==> src/rtl/seq_scan_ctrl_if.sv <==
// Scan-controller bus: request/word in, serial bit and status out, plus the
// detector's Moore output fed back in.
interface seq_scan_ctrl_if #(
  parameter int N  = 8,
  parameter int CW = 4
);
  logic          start;
  logic [N-1:0]  word;
  logic          generated;
  logic          data;
  logic          det_clr;
  logic          busy;
  logic          done;
  logic [CW-1:0] hit_count;

  modport master (
    output start, word, generated,
    input  data, det_clr, busy, done, hit_count
  );

  modport slave (
    input  start, word, generated,
    output data, det_clr, busy, done, hit_count
  );
endinterface

==> src/rtl/seq_scan_ctrl.sv <==
// Serializes a captured word MSB-first into an external 101 detector and counts its hits.
// Build option: define SEQ_SCAN_ACCUM_EN to let hit_count accumulate across scans.
module seq_scan_ctrl #(
  parameter int N  = 8,
  parameter int CW = 4
) (
  input  logic            clk,
  input  logic            rst,
  seq_scan_ctrl_if.slave  bus
);

  localparam int IW = (N > 1) ? $clog2(N) : 1;
  localparam logic [IW-1:0] IDX_TOP = IW'(N - 1);

  typedef enum logic [2:0] {
    IDLE  = 3'd0,
    CLEAR = 3'd1,
    SHIFT = 3'd2,
    DRAIN = 3'd3,
    DONE  = 3'd4
  } state_t;

  state_t        state;
  state_t        state_n;
  logic [N-1:0]  word_q;
  logic [IW-1:0] idx;
  logic [CW-1:0] hit_q;
  logic          hit_en;

  function automatic logic [CW-1:0] sat_inc(input logic [CW-1:0] v);
    return (&v) ? v : v + 1'b1;
  endfunction

  always_ff @(posedge clk or posedge rst) begin
    if (rst) state <= IDLE;
    else     state <= state_n;
  end

  always_comb begin
    state_n = state;
    unique case (state)
      IDLE:    if (bus.start) state_n = CLEAR;
      CLEAR:   state_n = SHIFT;
      SHIFT:   if (idx == '0) state_n = DRAIN;
      DRAIN:   state_n = DONE;
      DONE:    state_n = IDLE;
      default: state_n = IDLE;
    endcase
  end

  // The detector output lags the serial bit by one edge: the first SHIFT edge
  // still sees the cleared detector, and the last bit's hit shows up in DRAIN.
  assign hit_en = bus.generated &&
                  (((state == SHIFT) && (idx != IDX_TOP)) || (state == DRAIN));

  always_ff @(posedge clk or posedge rst) begin
    if (rst) begin
      word_q <= '0;
      idx    <= '0;
      hit_q  <= '0;
    end else begin
      case (state)
        IDLE: begin
          if (bus.start) word_q <= bus.word;
        end
        CLEAR: begin
          idx <= IDX_TOP;
`ifndef SEQ_SCAN_ACCUM_EN
          hit_q <= '0;
`endif
        end
        SHIFT: begin
          if (idx != '0) idx <= idx - 1'b1;
          if (hit_en)    hit_q <= sat_inc(hit_q);
        end
        DRAIN: begin
          if (hit_en) hit_q <= sat_inc(hit_q);
        end
        default: ;
      endcase
    end
  end

  assign bus.data      = (state == SHIFT) && word_q[idx];
  assign bus.det_clr   = (state == CLEAR);
  assign bus.busy      = (state != IDLE);
  assign bus.done      = (state == DONE);
  assign bus.hit_count = hit_q;

endmodule

==> src/flat_wrapper.sv <==
// flat-port wrapper written by rule: the top's interface ports become plain ports
module seq_scan_ctrl_flat 
#(
  parameter int N  = 8,
  parameter int CW = 4
)
  (clk, rst, bus_start, bus_word, bus_generated, bus_data, bus_det_clr, bus_busy, bus_done, bus_hit_count);
  seq_scan_ctrl_if #(.N(N), .CW(CW)) bus_i ();
  input  logic clk;
  input  logic rst;
  input wire logic [$bits(bus_i.start)-1:0] bus_start;
  input wire logic [$bits(bus_i.word)-1:0] bus_word;
  input wire logic [$bits(bus_i.generated)-1:0] bus_generated;
  output wire logic [$bits(bus_i.data)-1:0] bus_data;
  output wire logic [$bits(bus_i.det_clr)-1:0] bus_det_clr;
  output wire logic [$bits(bus_i.busy)-1:0] bus_busy;
  output wire logic [$bits(bus_i.done)-1:0] bus_done;
  output wire logic [$bits(bus_i.hit_count)-1:0] bus_hit_count;
  assign bus_i.start = bus_start;
  assign bus_i.word = bus_word;
  assign bus_i.generated = bus_generated;
  assign bus_data = bus_i.data;
  assign bus_det_clr = bus_i.det_clr;
  assign bus_busy = bus_i.busy;
  assign bus_done = bus_i.done;
  assign bus_hit_count = bus_i.hit_count;
  seq_scan_ctrl #(.N(N), .CW(CW)) u_core (.clk(clk), .rst(rst), .bus(bus_i));
endmodule
==> config.mk <==
export PLATFORM = sky130hd
export DESIGN_NAME = seq_scan_ctrl_flat
export DESIGN_NICKNAME = d
export VERILOG_FILES = /design/src/rtl/seq_scan_ctrl_if.sv /design/src/rtl/seq_scan_ctrl.sv /design/src/flat_wrapper.sv
export SDC_FILE = /design/constraint.sdc
export NUM_CORES = 1
export LEC_CHECK = 0
export BUFFER_PORTS_ARGS = -buffer_cell sky130_fd_sc_hd__buf_4
export CAP_MARGIN = 20
export CELL_PAD_IN_SITES_DETAIL_PLACEMENT = 2
export CELL_PAD_IN_SITES_GLOBAL_PLACEMENT = 2
export CORE_ASPECT_RATIO = 2
export CORE_UTILIZATION = 33
export CTS_BUF_LIST = sky130_fd_sc_hd__clkbuf_8 sky130_fd_sc_hd__clkbuf_16
export CTS_CLUSTER_DIAMETER = 50
export DETAILED_ROUTE_END_ITERATION = 10
export GPL_TIMING_DRIVEN = 0
export PLACE_DENSITY_LB_ADDON = 0.05
export SLEW_MARGIN = 20
export SYNTH_ARGS = -nofsm -noshare
export SYNTH_HDL_FRONTEND = slang
export SYNTH_SLANG_ARGS = --single-unit
==> constraint.sdc <==
create_clock -name clk -period 2.05 [get_ports clk]
set_input_delay 0.1025 -clock clk [delete_from_list [all_inputs] [get_ports clk]]
set_output_delay 0.1025 -clock clk [all_outputs]
set_load 0.05 [all_outputs]
==> impl_results.md, run 1 <==
- Max-cap violations: 0
- Port Buffers: 19
- Crit start category: flip-flop
- Drt first pass iters: 2
- CP endpoint kind: primary output
- Slew Limit Headroom: 52.29%
- Hold buffer count at cts: 1
- Congestion Overflow GR: 0
- Cell variety after synth: 33
- Worst min-delay path category: in -> reg
- Most frequent cells in the layout: 19 x buf_4, 18 x dfrtp_1, 10 x mux2_2
- CTS Buffer Depth: 2
- DR iter-0 viols: 4
- Slowest cell delay on critical path: 360 ps
- EDFF count, synth: 0
- Crit-path max FO: 8
- Max-slew violations: 0
- Final core utilization: a little over two fifths
- GRT Util Overall: 18.40%
- Clock latency on the worst-skew pair: 260 ps
- Most common cell after layout, fill and taps aside: buf_4
- Arrival @ worst endpoint: 1830 ps
- CP max-delay cell: mux2_2
- P&R area growth vs syn: 25.36%
- Worst-path cell chain: buf_2, mux2_2, o311a_1, and3_1, buf_4
- Pwr per Cell Area: 1650 mW/mm^2
- Asr flop ratio synth: 100.0%
- Setup WS post-layout: 119.8 ps
- H-Tree Depth: 1
- CTS tree: built
- F_max: 518.1 MHz
- Status: finished, final reports clean
- DRT Wirelength: 2.422 mm
- Reg clk slew, reported paths: 70 ps
- Starting Density: 34.73%
- Total Die Area: 0.003149 mm^2
- Setup bufs post-CTS: 0
- Post_cts resized: 0
- Top_reg_cell synth: dfrtp_1
- Routability cong.: 0.7327
- Fillcell total: 302
- Vias in the first global route: 854
- # nets final: 129
- Antenna violations before repair: 0
- Minimum clock period: 1930 ps
- Routed via count: between 700 and 800
- Post-Synthesis Cells: 88
- Syn_nets: 104
- Synthesis warning total: 0
- Die H: between 70 and 80 um
- Ratio of cells with drive above 1 in the final layout: 33.04%
- WP buf/inv: 2
- Largest net degree at the start of global routing: 19
- Register area: 450.4 um^2
- Clock sinks: 18
- Row cnt: 27
- Sequential share of the synthesized area: 46.81%
- Via/cell ratio: approximately 5.5
- CP top delay family: buffers and inverters
- CTS Buf Count: 3
- Post-DP HPWL: 1.927 mm
- Synthesized area: 962.2 um^2
- Setup-failing EPs final: 0
- Final period util: 94.16%
- Seq cells post-synth: 18
- Post-DRT Antenna Nets: 0
- Req. time, crit path: 1950 ps
- Final hold vios: 0
- Clock root buffer: clkbuf_8
- RSZ-0062 raised after global routing: false
- Leakage: ~0.00057 uW
- Clock Skews: 3.798 ps
- Routed len/inst: approximately 17 um
- Core area: 0.002770 mm^2
- Peak VDD IR: 576.0 uV
- Synth Area per Inst: 10.93 um^2
- Critical path type: reg -> out
- Setup TNS Final: 0 ps
- First-pass GRT wire length: 3.829 mm
- Worst slack at placement: 399.8 ps
- Ports: 20
- Worst reg2reg setup slack: about 420 ps
- Worst Max-Slew Pin Slew: 714.9 ps
- DRC Markers: 0
- Die width: approximately 40 um
- Multi-input logic area: between 400 and 500 um^2
- Antenna Cells: 0
-- metal layers --
layer	up-vias	GRT usage [%]	wire length [um]
met2	15	35.65	1577
met4	0	10.00	52
met3	4	2.542	61
met5	-	0	0
li1	357	-	-
met1	398	15.16	730
-- power by group --
group	internal (uW)	total (uW)	switching [uW]
sequential	511	630	119
clock	171	293	122
combinational	441	1070	625
-- layout make-up --
type                            count  share of cell area, %
Multi-Input combinational cell     58                  37.97
Inverter                            8                  2.490
Sequential cell                    18                  37.34
Buffer                              4                  1.971
Tap cell                           29                  3.008
Timing Repair Buffer               20                  12.66
Clock buffer                        4                  4.564
-- final timing paths --
path,from,to,depth (start not counted)
setup / recovery,u_core.idx[1]$_DFFE_PP0P_,bus_data,5
hold / removal,bus_word[4],u_core.word_q[4]$_DFFE_PP0P_,2
setup reg to reg,u_core.idx[0]$_DFFE_PP0P_,u_core.bus.hit_count[2]$_DFFE_PP0P_,5
hold reg to reg,u_core.word_q[0]$_DFFE_PP0P_,u_core.word_q[0]$_DFFE_PP0P_,1
max in group asynchronous,rst,u_core.bus.hit_count[2]$_DFFE_PP0P_,3
min in group asynchronous,rst,u_core.word_q[7]$_DFFE_PP0P_,3
-- metrics by stage --
stage               std cells  total power [uW]  instance area (um^2)  hold slack [ps]
floorplan                  88              1418                 962.2            41.07
global placement          136              1671                  1141            269.9
detailed placement        136              1730                  1141            270.0
CTS                       141              2034                  1206            63.83
global route              141              2133                  1206            65.60
finish                    141              1990                  1206            67.73
-- flip-flops by register name, summed over array words and instances (netlist names) --
name / cells
u_core.state: 3
u_core.word_q: 8
u_core.bus.hit_count: 4
u_core.idx: 3
-- cells in the mapped netlist, drive strengths merged, types with 2 or more instances --
cell      n  area share, %
o211ai    2            1.6
ha        4            5.2
nor2      5            3.6
clkbuf    2           0.78
o21ai     4            2.1
mux2i     2            2.1
a21oi     2            1.0
o31ai     2            1.6
mux2     10             12
buf       2            1.7
a2bb2oi   2            1.8
nand2     2           0.78
inv       8            3.1
dfrtp    18             47
nand3     7            3.6
-- cells by family after synthesis --
group | synth area share [%]
mux | 13.78
xor+xnor | 0.9104
buf+inv | 5.592
simple gates | 15.35
compound gates | 12.35
fa+ha+maj | 5.202
flops | 46.81
No activity file was read; power rests on OpenSTA's default activity.
==> run 2, diff against run 1 <==
--- a/config.mk
+++ b/config.mk
@@ -15,7 +15,7 @@
 export CTS_CLUSTER_DIAMETER = 50
 export DETAILED_ROUTE_END_ITERATION = 10
 export GPL_TIMING_DRIVEN = 0
-export PLACE_DENSITY_LB_ADDON = 0.05
+export PLACE_DENSITY = 0.85
 export SLEW_MARGIN = 20
 export SYNTH_ARGS = -nofsm -noshare
 export SYNTH_HDL_FRONTEND = slang
==> impl_results.md, run 2 (synthesized netlist as in run 1, its figures left out) <==
- Crit-path max FO: 8
- Antenna violations before repair: 0
- Post-DRT Antenna Nets: 0
- Row cnt: 27
- Post_cts resized: 0
- Die H: 78.36 um
- Arrival @ worst endpoint: 1800 ps
- Congestion Overflow GR: 0
- Vias in the first global route: 880
- Starting Density: 34.73%
- DR iter-0 viols: 13
- Reg-to-Reg Start: u_core.idx[0]$_DFFE_PP0P_
- Top layer in use: met4
- DRT Wirelength: 2.283 mm
- Max-cap violations: 0
- Leakage: 0.0005663 uW
- Clock latency on the worst-skew pair: 250 ps
- Setup bufs post-CTS: 0
- R2r endpoint: u_core.idx[1]$_DFFE_PP0P_
- Routed len/inst: 16.31 um
- Total Die Area: 0.003149 mm^2
- Clock sinks: 18
- Minimum clock period: 1902 ps
- Reg clk slew, reported paths: approximately 70 ps
- Max-slew violations: 0
- Routed via count: 771
- Req. time, crit path: between 1500 and 2000 ps
- Hold path depth: 2
- Placed Area: 0.001141 mm^2
- Pwr per Cell Area: 1626 mW/mm^2
- Critical path type: reg -> out
- Setup-failing EPs final: 0
- DRC Markers: 0
- Status: finished, final reports clean
- Port Buffers: 19
- F_max: 525.7 MHz
- Peak VDD IR: 790.8 uV
- WHS Endpoint: u_core.word_q[0]$_DFFE_PP0P_
- WHS: about 79 ps
- Worst Max-Slew Pin Slew: 708.3 ps
- CTS Buffer Depth: 2
- # nets final: 129
- Max reg flops: 8
- CP endpoint kind: primary output
- GRT Util Overall: 17.71%
- First-pass GRT wire length: 3.795 mm
- Critical hold path startpoint: bus_word[0]
- CTS Buf Count: 3
- CTS tree: built
- Final period util: 92.80%
- Ports: 20
- Most frequent cells in the layout: 19 x buf_4, 18 x dfrtp_1, 10 x mux2_2
- Core area: 0.002770 mm^2
- H-Tree Depth: 1
- Ratio of cells with drive above 1 in the final layout: 32.43%
- Routed length on met1: 722 um
- Worst reg2reg setup slack: 470 ps
- Final instance area: approximately 0.0012 mm^2
- Biggest register: u_core.word_q
- Slew Limit Headroom: 52.72%
- Clock root buffer: clkbuf_8
- Post-DP HPWL: 1.806 mm
- Clock Skews: 2.409 ps
- Wire length on met2: approximately 1.5 mm
- Crit start category: flip-flop
- P&R area growth vs syn: 23.93%
- Setup TNS Final: 0 ps
- Via/cell ratio: 5.507
- Die width: 40.18 um
- Hold buffer count at cts: 1
- FF-to-FF path depth: 6
- Routed met3 length: 62 um
- Drt first pass iters: 2
- Routability cong.: 0.7700
- Worst min-delay path category: in -> reg
- Final hold vios: 0
- Most common cell after layout, fill and taps aside: buf_4
- RSZ-0062 raised after global routing: false
- Antenna Cells: 0
- Largest net degree at the start of global routing: 19
run 2: changes by cell type in the layout (fill, tap and decap cells not counted), sizes merged:
cell	delta
clkbuf	-1
run 2: how the worst max path moves through the flow:
stage	start	endpoint	slack, ps	cells after the start
2_1_floorplan	u_core.state[0]$_DFFE_PP0P_	bus_done	190	2
3_3_place_gp	u_core.idx[1]$_DFFE_PP0P_	bus_data	430	5
3_5_place_dp	u_core.idx[1]$_DFFE_PP0P_	bus_data	410	5
4_1_cts	u_core.idx[1]$_DFFE_PP0P_	bus_data	120	5
5_1_grt	u_core.idx[1]$_DFFE_PP0P_	bus_data	70	5
6_report	u_core.idx[1]$_DFFE_PP0P_	bus_data	150	5
run 2: cell type report:
class,instances,area (um^2)
tap,29,36.28
sequential,18,450.4
clock buffer,3,41.29
timing repair buffer,20,152.6
inverter,8,30.03
fill,316,1578
buffer,4,23.77
multi-input combinational,58,457.9
run 2: per-stage QoR:
stage	utilization, %	std cells	power, uW	setup slack [ps]
2_1_floorplan	-	88	1418	193.7
3_3_place_gp	41.19	136	1652	426.2
3_5_place_dp	41.19	136	1713	408.7
4_1_cts	43.04	140	1975	121.2
5_1_grt	43.04	140	2082	67.51
6_report	43.04	140	1938	147.7
run 2: worst max-delay path: stages (launching register included):
cell and delay (ps):
dfrtp_1 350, buf_2 190, mux2_2 350, o311a_1 280, and3_1 190, buf_4 190
run 2: where the power goes:
part | total [uW] | switching (uW) | internal (uW)
registers | 628 | 116 | 512
clock network | 242 | 112 | 130
logic | 1070 | 627 | 441
run 2: metal layers:
metal  vias to the layer above  global-route usage, %
met1                       388                  14.86
met3                         4                  2.825
li1                        360                      -
met4                         0                  7.667
met2                        19                  34.84
met5                         -                      0
